### src/rtl/mem_arbiter.sv
// Round-robin arbiter sharing one line-granular main-memory port between the I-cache and D-cache.
// All outputs are registered; one transaction in flight at a time, with no preemption.
module mem_arbiter #(
    parameter int unsigned ADDR_W = 28,
    parameter int unsigned DATA_W = 128,
    parameter int unsigned CNT_W  = 16
) (
    input  logic              clk,
    input  logic              rst_n,
    input  logic              i_read,
    input  logic [ADDR_W-1:0] i_addr,
    output logic [DATA_W-1:0] i_rdata,
    output logic              i_ready,
    input  logic              d_read,
    input  logic              d_write,
    input  logic [ADDR_W-1:0] d_addr,
    input  logic [DATA_W-1:0] d_wdata,
    output logic [DATA_W-1:0] d_rdata,
    output logic              d_ready,
    output logic              mem_read,
    output logic              mem_write,
    output logic [ADDR_W-1:0] mem_addr,
    output logic [DATA_W-1:0] mem_wdata,
    input  logic [DATA_W-1:0] mem_rdata,
    input  logic              mem_ready,
    output logic              busy,
    output logic [CNT_W-1:0]  grant_i_cnt,
    output logic [CNT_W-1:0]  grant_d_cnt
);

    typedef enum logic [1:0] {StIdle, StGntI, StGntD, StDone} state_e;

    state_e              state_q, state_d;
    logic                last_d_q, last_d_d;
    logic                mem_read_q, mem_read_d;
    logic                mem_write_q, mem_write_d;
    logic [ADDR_W-1:0]   mem_addr_q, mem_addr_d;
    logic [DATA_W-1:0]   mem_wdata_q, mem_wdata_d;
    logic [DATA_W-1:0]   i_rdata_q, i_rdata_d;
    logic [DATA_W-1:0]   d_rdata_q, d_rdata_d;
    logic                i_ready_q, i_ready_d;
    logic                d_ready_q, d_ready_d;
    logic [CNT_W-1:0]    grant_i_cnt_q, grant_i_cnt_d;
    logic [CNT_W-1:0]    grant_d_cnt_q, grant_d_cnt_d;
    logic                i_req, d_req, pick_d;

    always_comb begin
        state_d       = state_q;
        last_d_d      = last_d_q;
        mem_read_d    = mem_read_q;
        mem_write_d   = mem_write_q;
        mem_addr_d    = mem_addr_q;
        mem_wdata_d   = mem_wdata_q;
        i_rdata_d     = i_rdata_q;
        d_rdata_d     = d_rdata_q;
        i_ready_d     = 1'b0;
        d_ready_d     = 1'b0;
        grant_i_cnt_d = grant_i_cnt_q;
        grant_d_cnt_d = grant_d_cnt_q;
        i_req         = i_read;
        d_req         = d_read | d_write;
        // On a tie, the side that did not win last time gets the port.
        pick_d        = d_req & (~i_req | ~last_d_q);

        unique case (state_q)
            StIdle: begin
                if (pick_d) begin
                    mem_addr_d    = d_addr;
                    mem_wdata_d   = d_wdata;
                    mem_write_d   = d_write;
                    mem_read_d    = ~d_write;
                    last_d_d      = 1'b1;
                    grant_d_cnt_d = grant_d_cnt_q + CNT_W'(1);
                    state_d       = StGntD;
                end else if (i_req) begin
                    mem_addr_d    = i_addr;
                    mem_read_d    = 1'b1;
                    mem_write_d   = 1'b0;
                    last_d_d      = 1'b0;
                    grant_i_cnt_d = grant_i_cnt_q + CNT_W'(1);
                    state_d       = StGntI;
                end
            end
            StGntI: begin
                if (mem_ready) begin
                    mem_read_d  = 1'b0;
                    mem_write_d = 1'b0;
                    i_rdata_d   = mem_rdata;
                    i_ready_d   = 1'b1;
                    state_d     = StDone;
                end
            end
            StGntD: begin
                if (mem_ready) begin
                    // Write-backs leave the previously returned D line untouched.
                    if (mem_read_q) begin
                        d_rdata_d = mem_rdata;
                    end
                    mem_read_d  = 1'b0;
                    mem_write_d = 1'b0;
                    d_ready_d   = 1'b1;
                    state_d     = StDone;
                end
            end
            StDone: begin
                state_d = StIdle;
            end
            default: begin
                state_d = StIdle;
            end
        endcase
    end

    always_ff @(posedge clk) begin
        if (!rst_n) begin
            state_q       <= StIdle;
            last_d_q      <= 1'b0;
            mem_read_q    <= 1'b0;
            mem_write_q   <= 1'b0;
            mem_addr_q    <= '0;
            mem_wdata_q   <= '0;
            i_rdata_q     <= '0;
            d_rdata_q     <= '0;
            i_ready_q     <= 1'b0;
            d_ready_q     <= 1'b0;
            grant_i_cnt_q <= '0;
            grant_d_cnt_q <= '0;
        end else begin
            state_q       <= state_d;
            last_d_q      <= last_d_d;
            mem_read_q    <= mem_read_d;
            mem_write_q   <= mem_write_d;
            mem_addr_q    <= mem_addr_d;
            mem_wdata_q   <= mem_wdata_d;
            i_rdata_q     <= i_rdata_d;
            d_rdata_q     <= d_rdata_d;
            i_ready_q     <= i_ready_d;
            d_ready_q     <= d_ready_d;
            grant_i_cnt_q <= grant_i_cnt_d;
            grant_d_cnt_q <= grant_d_cnt_d;
        end
    end

    assign i_rdata     = i_rdata_q;
    assign i_ready     = i_ready_q;
    assign d_rdata     = d_rdata_q;
    assign d_ready     = d_ready_q;
    assign mem_read    = mem_read_q;
    assign mem_write   = mem_write_q;
    assign mem_addr    = mem_addr_q;
    assign mem_wdata   = mem_wdata_q;
    assign busy        = (state_q != StIdle);
    assign grant_i_cnt = grant_i_cnt_q;
    assign grant_d_cnt = grant_d_cnt_q;

endmodule
### config.mk
export PLATFORM = sky130hd
export DESIGN_NAME = mem_arbiter
export DESIGN_NICKNAME = d
export VERILOG_FILES = /design/src/rtl/mem_arbiter.sv
export SDC_FILE = /design/constraint.sdc
export NUM_CORES = 1
export LEC_CHECK = 0
export BUFFER_PORTS_ARGS = -buffer_cell sky130_fd_sc_hd__buf_2
export CAP_MARGIN = 20
export CORE_AREA = 2 2 299 301
export DETAILED_ROUTE_END_ITERATION = 6
export DIE_AREA = 0 0 301 303
export PLACE_DENSITY = 0.43
export SLEW_MARGIN = 40
export SYNTH_ARGS = -nofsm -noshare
export SYNTH_HDL_FRONTEND = slang
export SYNTH_SLANG_ARGS = --single-unit
### constraint.sdc
create_clock -name clk -period 2.12 [get_ports clk]
set_clock_uncertainty 0.2 [all_clocks]
set_input_delay 0.212 -clock clk [delete_from_list [all_inputs] [get_ports clk]]
set_output_delay 0.212 -clock clk [all_outputs]
set_load 0.03 [all_outputs]
* Word-level counts from Yosys, hierarchy flattened
Cells that the tools add are included.
** Storage, ports and cells
- Bits in registers :: 451
- Output and inout port bits :: 449
** Operators by class
- Add/subtract/negate cells :: 2
- Mux-type cells :: 15
- Eq/ne operators :: 5
- Reduce and logical (&&, ||, !) cells :: 14
- Bitwise logic cells :: 7
** Operators by type and width (number)
- 28-bit 2-to-1 mux :: 2
- 16-bit by 1-bit adder with 16-bit output (second input constant) :: 2
- 2-bit AND reduction :: 6
- 3-bit AND reduction :: 3
- 1-bit 2-to-1 mux :: 7
- 2-bit 2-to-1 mux :: 3
- 2-bit case mux with 3 select lines :: 1
- 2-bit nonzero test :: 3
- 2-bit equality test (second input constant) :: 2
- 1-bit inverter :: 4
- 1-bit case mux with 2 select lines :: 2
- 3-bit != test (second input constant) :: 1
- 2-bit by 1-bit equality test with 1-bit output (second input constant) :: 1
- 2-bit logical NOT :: 1
- 2-bit by 1-bit != test with 1-bit output (second input constant) :: 1
- 1-bit bitwise OR :: 2
- 2-bit OR reduction :: 1
- 1-bit AND :: 1

* Longest topological paths before layout
Gate-level depths: netlist of the first run.
- Word-level depth :: 5
- Depth in mapped cells :: 9
- Gate-level depth less buffers :: 6

* Worst setup path after synthesis of the first run
OpenSTA, ideal clock, no wires.
- Path type :: register to register
- Start point :: register grant_i_cnt_q[0] (netlist: grant_i_cnt[0])
- End point :: register grant_i_cnt_q[10] (netlist: grant_i_cnt[10])
- Period minus slack after synthesis :: 2.261 ns
- Setup time :: 0.070 ns
- Data arrival time :: 1.990 ns
- Data required time :: 1.850 ns
- Stages on the path, launching flop included :: 7
- Path buffers :: 1
- Path slack :: -0.141 ns
- Path through :: dfxtp_1 ha_1 and4_1 or4b_1 buf_2 or3_1 a21oi_1
** Between the ends
- Cells in the longest elaborated chain, start to end :: 1
** RTL lines
- start, declared :: RTL line 43 : logic [CNT_W-1:0] grant_i_cnt_q, grant_i_cnt_d;
- start signal, assigned :: RTL line 139 : grant_i_cnt_q <= grant_i_cnt_d;
- 16-bit by 1-bit adder with 16-bit output :: RTL line 80 : grant_i_cnt_d = grant_i_cnt_q + CNT_W'(1);
Every way passes these cells.
A chain may end at the register's enable or synchronous reset.

* Worst setup path after layout of the first run
- Start point :: register state_q[0]
- End point :: output port busy
** Between the ends
- Cells in the longest elaborated chain, start to end :: 1
** RTL lines
- start, declared :: RTL line 33 : state_e state_q, state_d;
- start signal, assigned :: RTL line 116 : state_q <= StIdle;
- start signal, assigned :: RTL line 129 : state_q <= state_d;
- 2-bit nonzero test :: RTL line 152 : assign busy = (state_q != StIdle);
- end, declared :: RTL line 26 : output logic busy,
Every way passes these cells.

==> results of run 1 <==
through the flow:
stage / total power, mW / hold WS (ns)
finish: 29.7 / 0.195
global route: 31.3 / 0.170
CTS: 29.8 / 0.149
detailed placement: 19.5 / 0.243
global placement: 19.5 / 0.240
floorplan: 15.8 / 0.148
sequential cells by signal (all words and copies together), names as in the netlist:
signal and cells:
mem_addr 28, d_rdata 128, state_q 2, last_d_q 1, i_ready 1, mem_wdata 128
mem_read 1, grant_i_cnt 16, grant_d_cnt 16, i_rdata 128, mem_write 1, d_ready 1
path summary, 6_finish.rpt:
path                                  start         endpoint  slack [ns]
worst max-delay path             state_q[0]             busy        0.11
worst min-delay path            d_wdata[44]    mem_wdata[44]        0.20
worst max register to register   state_q[0]  grant_i_cnt[10]        0.11
worst min register to register  d_rdata[82]      d_rdata[82]        0.25
final cells by class:
class | instances | area share (%)
tap | 1165 | 5.43
clock inverter | 22 | 0.923
inverter | 7 | 0.140
clock buffer | 77 | 5.92
antenna | 3 | 0.0280
timing repair buffer | 1175 | 29.9
sequential | 451 | 33.7
multi-input combinational | 1425 | 24.0
layout by cell type (no fill, tap or decap), types with 3 or more instances in the layout:
| cell type | n |
|---|---|
| clkbuf_8 | 15 |
| nand4_1 | 8 |
| nor3_1 | 4 |
| nand3_1 | 11 |
| diode_2 | 3 |
| nand2_1 | 838 |
| xnor2_1 | 9 |
| dfxtp_1 | 446 |
| or3_1 | 11 |
| nand2b_1 | 3 |
| dfxtp_2 | 5 |
| buf_2 | 765 |
| inv_1 | 3 |
| mux2i_1 | 5 |
| xor2_1 | 6 |
| o21ai_0 | 12 |
| dlygate4sd3_1 | 317 |
| and4_1 | 3 |
| buf_12 | 22 |
| a311oi_1 | 29 |
| ha_1 | 4 |
| clkbuf_1 | 8 |
| buf_4 | 67 |
| a21oi_1 | 401 |
| clkinv_2 | 13 |
| bufinv_16 | 4 |
| clkbuf_16 | 57 |
| nor4_1 | 3 |
| nor2_1 | 50 |
| and3_1 | 5 |
power by group through the flow:
stage	Combinational [mW]	Clock (mW)	Sequential, mW
after floorplan	3.24	0	12.5
after global placement	9.12	0	10.4
after detailed placement	9.09	0	10.4
after CTS	9.66	9.95	10.2
after global routing	10.6	10.3	10.3
final	9.85	9.58	10.2
repair_timing:
item / CTS / global route
gates cloned: 0 / 3
buffers inserted: 2 / 2
endpoints found under the setup margin: 1 / 33
resized for setup: 2 / 4
pin swaps: 0 / 2
hold buffers: 317 / 0
endpoints found under the hold margin: 428 / 0
per-layer routing:
layer / share of wire (%) / wire (um)
met1: 41 / 29300
met2: 46 / 33000
met3: 8.4 / 5960
met4: 4.0 / 2840
met5: 0.011 / 8
logic make-up (layout without fill, tap and decap cells):
kind of cell    count (synthesis)  in the layout  share of synthesized area, %
flops                         451            451                          56.5
compound gates                450            450                          14.9
simple gates                  950            950                          23.2
mux                             5              5                         0.313
buf+inv                       158           1281                          3.82
xor+xnor                       15             15                         0.822
fa+ha+maj                       5              5                         0.391
other cells                     0              3                             0
critical path, cell delays in order, from the launching register on:
cell        delay, ns
dfxtp_1          0.32
inv_2            0.08
ha_4             0.16
buf_4            0.16
clkinvlp_4       0.10
buf_4            0.18
==> impl_metrics.toml, run 1 <==
[run_status]
status = "completed"

[place]
dpl.hpwl_um = 51600
placed_area_um2 = 21700
io_buffers = 766
gp_congestion = 0.842
dp.cells = 3899
post-place-ws_ns = 0.0649

[power]
p_leak_nw = 11.8
sw_frac_of_total_pct = 36.9
pwr-share-comb_pct = 33.2
ir_drop_uv = 639
pwr-share-clk_pct = 32.3
powerDensity_nw_per_um2 = 1110
power.switching_mw = 11.0
seqPwrFrac_pct = 34.5
p_int_mw = 18.7

[setup_path]
critPathKind = "reg2out"
crit_arrival_ns = 1.60
cp-end-kind = "primary output"
worstPathMaxFanout = 6
cp-start-kind = "flop"
reg2reg_depth = 6
crit_required_ns = 1.71

[timing]
post-route-period-util_pct = 94.8
timing.setup.tns_ns = 0
setup_ws_ns = 0.110
hold_viol_final = 0
fmax_ghz = 0.498
maxSlewViolCount = 0
rsz0062_at_grt = "false"
worst_slew_pin_slew_ns = 0.490
setup_viol = 0
finalCriticalPeriod_ns = 2.01
relSlewSlack_pct = 67.3

[clocking]
cts.reportedPaths.clkPinSlew_ns = 0.06
numCtsBuffers = 54
h-tree-depth = 2
cts_tree = "yes"
root_buffer = "clkbuf_16"
clk-insertion-delay-late_ns = 0.59
cts_buffer_depth = 3
clock-sinks = 451

[grt]
grt_pass1_vias = 17500
grt_busiest_layer = "met2"
grt_overflow = 0
grt_pass1_wl_um = 104000
grt_use_met3_pct = 4.96
use_met2_pct = 23.8
grt_max_degree = 68
grt_use_met1_pct = 17.3
grt_antenna_before_repair = 3
grtUsageTotal_pct = 14.5

[route]
drtIter0Drc = 914
drtAntennaViolNets = 0
via_count = 17600
wl_um = 71100
drc_errors = 0
firstDrtPassIters = 5
vias_per_cell = 4.08
wl_per_cell_um = 16.4

[yosys]
yosys_warnings = 0
ys_ff_latch = 451
yosys-top-cells-count = "840 x nand2_1, 451 x dfxtp_1, 401 x a21oi_1"
synth-edff-count = 0
synth_async_sr_flop_share_pct = 0
syn_nets = 2357
yosysMostFrequentCell = "nand2_1"
synth_top_area_share_pct = 56.5
syn_area_um2 = 16000
ys_types = 37
yosysSeqAreaShare_pct = 56.5
synthFlopType = "dfxtp_1"
avgSynthCellArea_um2 = 7.86
yosysTopAreaCell = "dfxtp_1"
synth_area_leaders = "dfxtp_1 56%, nand2_1 20%, a21oi_1 13%"
netlist_instances = 2034

[job]
cap_violations = 0

[die]
start_util_pct = 18.2
dieArea_um2 = 91200
fp-row-count = 109
die_h_um = 303
io_pins = 767
die_w_um = 301
core_area_um2 = 88000

[layout]
layout.nets = 3437
drive_above_1_share_pct = 30.8
syn2layout_area_growth_pct = 67.9
final_util_pct = 30.5
fillerInstances = 9618
regArea_um2 = 9030
multiInputGateArea_um2 = 6430
stdcell_area_um2 = 26800
final_cells = 4325

[hold_path]
hold_path_class = "in2reg"
hold_path_depth = 4
Note: power is estimated with default switching activity, not from simulation.
==> run 2, diff against run 1 <==
- CORE_AREA: 2 2 299 301 -> 3 3 300 302
- DIE_AREA: 0 0 301 303 -> 0 0 303 305
==> run 2 against run 1 <==
Effect of this change: hold slack got worse by 0.0040 ns; die area rose by 1.3%; sequential share of layout area fell by 0.26 points; fmax fell by 0.32%; final cell count rose by 0.46%; power fell by 0.93%; largest power group unchanged; clock power barely moved; critical path type is now reg2reg; sequential power barely moved; first-iteration DRC count fell by 9.4%; wire length rose by 1.5%; largest cell class unchanged.
==> impl_metrics.toml, run 2 (synthesized netlist as in run 1, its figures left out) <==
[grt]
use_met2_pct = 25.3
grt_pass1_wl_um = 109000
grt_antenna_before_repair = 7
grt_max_degree = 80
grt_pass1_vias = 18000
grt_busiest_layer = "met2"
grt_use_met1_pct = 17.4
grt_use_met3_pct = 4.87
grt_overflow = 0
grtUsageTotal_pct = 15.0

[layout]
final_util_pct = 30.7
final_cell_mix = "838 x nand2_1, 765 x buf_2, 445 x dfxtp_1"
mostFrequentLayoutCell = "nand2_1"
fillerInstances = 9550
syn2layout_area_growth_pct = 69.2
drive_above_1_share_pct = 31.1
layout.nets = 3453

[clocking]
cts_tree = "yes"
root_buffer = "clkbuf_16"
clk-insertion-delay-late_ns = 0.60
cts_buffer_depth = 3
h-tree-depth = 2
numCtsBuffers = 54
cts.reportedPaths.clkPinSlew_ns = 0.06
clock-sinks = 451

[die]
die_h_um = 305
core_area_um2 = 88000
die_w_um = 303
io_pins = 767
fp-row-count = 109
start_util_pct = 18.2
dieArea_um2 = 92400

[setup_path]
cp-end-kind = "flop"
cp-startpoint = "state_q[0]"
critPathKind = "reg2reg"
crit_arrival_ns = 2.34
worstPathMaxFanout = 7
r2r-start = "state_q[0]"
rr_endpoint = "grant_d_cnt[14]"
reg2reg_depth = 6
reg2reg_slack_ns = 0.10
crit_required_ns = 2.44
cp-start-kind = "flop"

[route]
wl_um = 72100
drtIter0Drc = 828
wl_per_cell_um = 16.6
vias_per_cell = 4.07
via_count = 17700
drc_errors = 0
drtAntennaViolNets = 0
firstDrtPassIters = 5

[timing]
fmax_ghz = 0.496
setup_viol = 0
finalCriticalPeriod_ns = 2.02
worst_slew_pin_slew_ns = 0.471
rsz0062_at_grt = "false"
relSlewSlack_pct = 68.6
maxSlewViolCount = 0
hold_viol_final = 0
post-route-period-util_pct = 95.1
timing.setup.tns_ns = 0

[power]
ir_drop_uv = 660
powerDensity_nw_per_um2 = 1090
p_leak_nw = 11.9
power_mw = 29.4

[hold_path]
hold_path_depth = 4
hold_start = "d_wdata[2]"
holdPathEnd = "mem_wdata[2]"
hold_path_class = "in2reg"

[run_status]
status = "completed"

[place]
io_buffers = 766
dpl.hpwl_um = 53600
gp_congestion = 0.858

[job]
cap_violations = 0
[run 2: power by group]
group	switching (mW)	internal, mW	leakage, nW
Combinational	6.38	3.21	7.31
Sequential	0.571	9.64	3.67
Clock	3.85	5.74	0.898
Total	10.8	18.6	11.9
[run 2: cell type report]
cell class                 instances  area (um2)  share of cell area, %
multi-input combinational       1425        6450                   23.9
antenna                            7        17.5                 0.0648
timing repair buffer            1191        8200                   30.3
clock buffer                      80        1610                   5.96
clock inverter                    19         228                  0.842
inverter                           7        36.3                  0.134
tap                             1165        1460                   5.39
sequential                       451        9040                   33.4
[run 2: worst max-delay path by stage]
stage                      end  cells after the start
6_report       grant_d_cnt[14]                      6
5_1_grt        grant_i_cnt[12]                      6
4_1_cts        grant_d_cnt[14]                      6
3_5_place_dp   grant_d_cnt[12]                      6
3_3_place_gp   grant_i_cnt[14]                      6
2_1_floorplan  grant_i_cnt[10]                      5
[run 2: per-layer routing]
metal  vias to the layer above  share of wire (%)
li1                       8837                  -
met3                       153                8.1
met1                      8126                 40
met4                         0                4.1
met5                         -                  0
met2                       554                 48
[run 2: metrics by stage]
stage / setup slack [ns] / instances / hold WS (ns) / instance area (um2)
CTS: 0.00834 / 4336 / 0.130 / 27000
global route: 0.00187 / 4343 / 0.162 / 27000
global placement: 0.0355 / 3919 / 0.238 / 22000
floorplan: 0.000936 / 2034 / 0.148 / 16000
finish: 0.104 / 4345 / 0.191 / 27000
detailed placement: 0.0346 / 3919 / 0.243 / 22000
[run 2: repair_timing]
item,in CTS,in global routing
pin swaps,0,1
hold buffers,319,0
endpoints found under the setup margin,1,10
endpoints found under the hold margin,424,0
setup buffers,0,2
resized for setup,5,5
[run 2: worst max-delay path: stages, from the launching register on]
cell and delay, ns:
dfxtp_2 0.32, inv_2 0.08, ha_4 0.16, and3_4 0.19, or4b_4 0.50, or3_1 0.37, a21oi_1 0.14
==> run 3, diff against run 2 <==
- REMOVE_ABC_BUFFERS: not set -> 1
==> run 3 against run 2 <==
Effect of this change: non-clock buffer count up 3; via count down 0.27%; register-to-register slack worse by 0.03 ns; largest cell class unchanged; highest routed layer unchanged.
==> impl_metrics.toml, run 3 (synthesized netlist as in run 1, its figures left out) <==
[clocking]
numCtsBuffers = 52
cts_buffer_depth = 3
clock-sinks = 451
clk-insertion-delay-late_ns = 0.58
cts_tree = "yes"
root_buffer = "clkbuf_16"
h-tree-depth = 2
cts.reportedPaths.clkPinSlew_ns = 0.06

[setup_path]
cp-start-kind = "flop"
reg2reg_slack_ns = 0.07
worstPathMaxFanout = 6
r2r-start = "state_q[1]"
crit_arrival_ns = 2.36
crit_required_ns = 2.43
cp-end-kind = "flop"
critPathKind = "reg2reg"
reg2reg_depth = 6
cp-startpoint = "state_q[1]"
rr_endpoint = "grant_i_cnt[12]"
worstSetupEndpoint = "grant_i_cnt[12]"

[timing]
finalCriticalPeriod_ns = 2.05
timing.setup.tns_ns = 0
post-route-period-util_pct = 96.6
fmax_ghz = 0.488
hold_viol_final = 0
worst_slew_pin_slew_ns = 0.521
maxSlewViolCount = 0
relSlewSlack_pct = 65.3
rsz0062_at_grt = "true"
setup_viol = 0
setup_ws_ns = 0.0720

[grt]
grt_overflow = 0
grtUsageTotal_pct = 14.9
grt_antenna_before_repair = 0
grt_pass1_wl_um = 107000
grt_max_degree = 55
grt_pass1_vias = 17600

[power]
pwr-share-clk_pct = 30.9
powerDensity_nw_per_um2 = 1090
power.switching_mw = 10.9
pwr-share-comb_pct = 34.5
seqPwrFrac_pct = 34.6
ir_drop_uv = 653
p_leak_nw = 11.9
power_mw = 29.5
sw_frac_of_total_pct = 37.0
p_int_mw = 18.6

[die]
die_h_um = 305
io_pins = 767
dieArea_um2 = 92400
fp-row-count = 109
die_w_um = 303
core_area_um2 = 88000
start_util_pct = 18.2

[layout]
mostFrequentLayoutCell = "nand2_1"
drive_above_1_share_pct = 30.9
multiInputGateArea_um2 = 6490
final_util_pct = 30.7
diodes = 0
layout.nets = 3454
fillerInstances = 9627
syn2layout_area_growth_pct = 69.0
regArea_um2 = 9030
final_cell_mix = "838 x nand2_1, 765 x buf_2, 450 x dfxtp_1"

[place]
post-place-ws_ns = -0.119
io_buffers = 766
dpl.hpwl_um = 53500
gp_congestion = 0.784

[route]
via_count = 17600
drtIter0Drc = 783
top_layer = "met4"
wl_met3_um = 5310
wl_per_cell_um = 16.9
wl_met2_um = 36500
vias_per_cell = 4.07
wl_met1_um = 29100
wl_um = 73400
firstDrtPassIters = 5
drtAntennaViolNets = 0
drc_errors = 0

[run_status]
status = "completed"

[job]
cap_violations = 0

[hold_path]
hold_path_class = "in2reg"
## run 3: per-stage QoR
stage | hold slack, ns | area (um2) | instances
2_1_floorplan | 0.148 | 15400 | 1883
3_3_place_gp | 0.239 | 22000 | 3917
3_5_place_dp | 0.243 | 22000 | 3917
4_1_cts | 0.163 | 26900 | 4324
5_1_grt | 0.180 | 27000 | 4329
6_report | 0.213 | 27000 | 4329
## run 3: power by group through the flow
stage / Combinational [mW] / Sequential, mW / Clock (mW)
5_1_grt: 11.1 / 10.4 / 9.75
2_1_floorplan: 2.92 / 12.3 / 0
3_3_place_gp: 9.50 / 10.4 / 0
6_report: 10.2 / 10.2 / 9.12
3_5_place_dp: 9.51 / 10.4 / 0
4_1_cts: 10.1 / 10.2 / 9.43
## run 3: worst max-delay path, cell delays in order, from the launching register on
cell and delay [ns]:
dfxtp_2 0.32, inv_2 0.07, ha_4 0.17, and4_1 0.20
or4b_4 0.51, or3_4 0.39, a21oi_2 0.12
## run 3: final cells by class
cell class,instances,share of cell area (%)
flip-flops and latches,451,33.4
repair buffers,1194,30.7
clock inverters,7,0.500
well taps,1165,5.40
inverters,7,0.139
multi-input cells,1425,24.0
clock buffers,80,5.77
## run 3: what timing repair did
action,in CTS,in global routing
endpoints found under the hold margin,422,0
setup endpoints to repair,14,26
setup buffers,3,3
hold buffers,317,0
gates resized for setup,8,14
pin swaps,1,6
gates cloned,0,2
## run 3: metal layers
layer | vias up | GRT usage, %
met2 | 604 | 26.8
met4 | 0 | 4.96
met5 | - | 0
li1 | 8835 | -
met1 | 8070 | 16.9
met3 | 114 | 3.93
## run 3: worst min-delay path by stage
stage | startpoint | to | cells after the start
2_1_floorplan | mem_rdata[0] | d_rdata[0] | 2
3_3_place_gp | d_rdata[66] | d_rdata[66] | 2
3_5_place_dp | d_rdata[35] | d_rdata[35] | 2
4_1_cts | d_wdata[113] | mem_wdata[113] | 4
5_1_grt | d_wdata[33] | mem_wdata[33] | 4
6_report | d_wdata[33] | mem_wdata[33] | 4
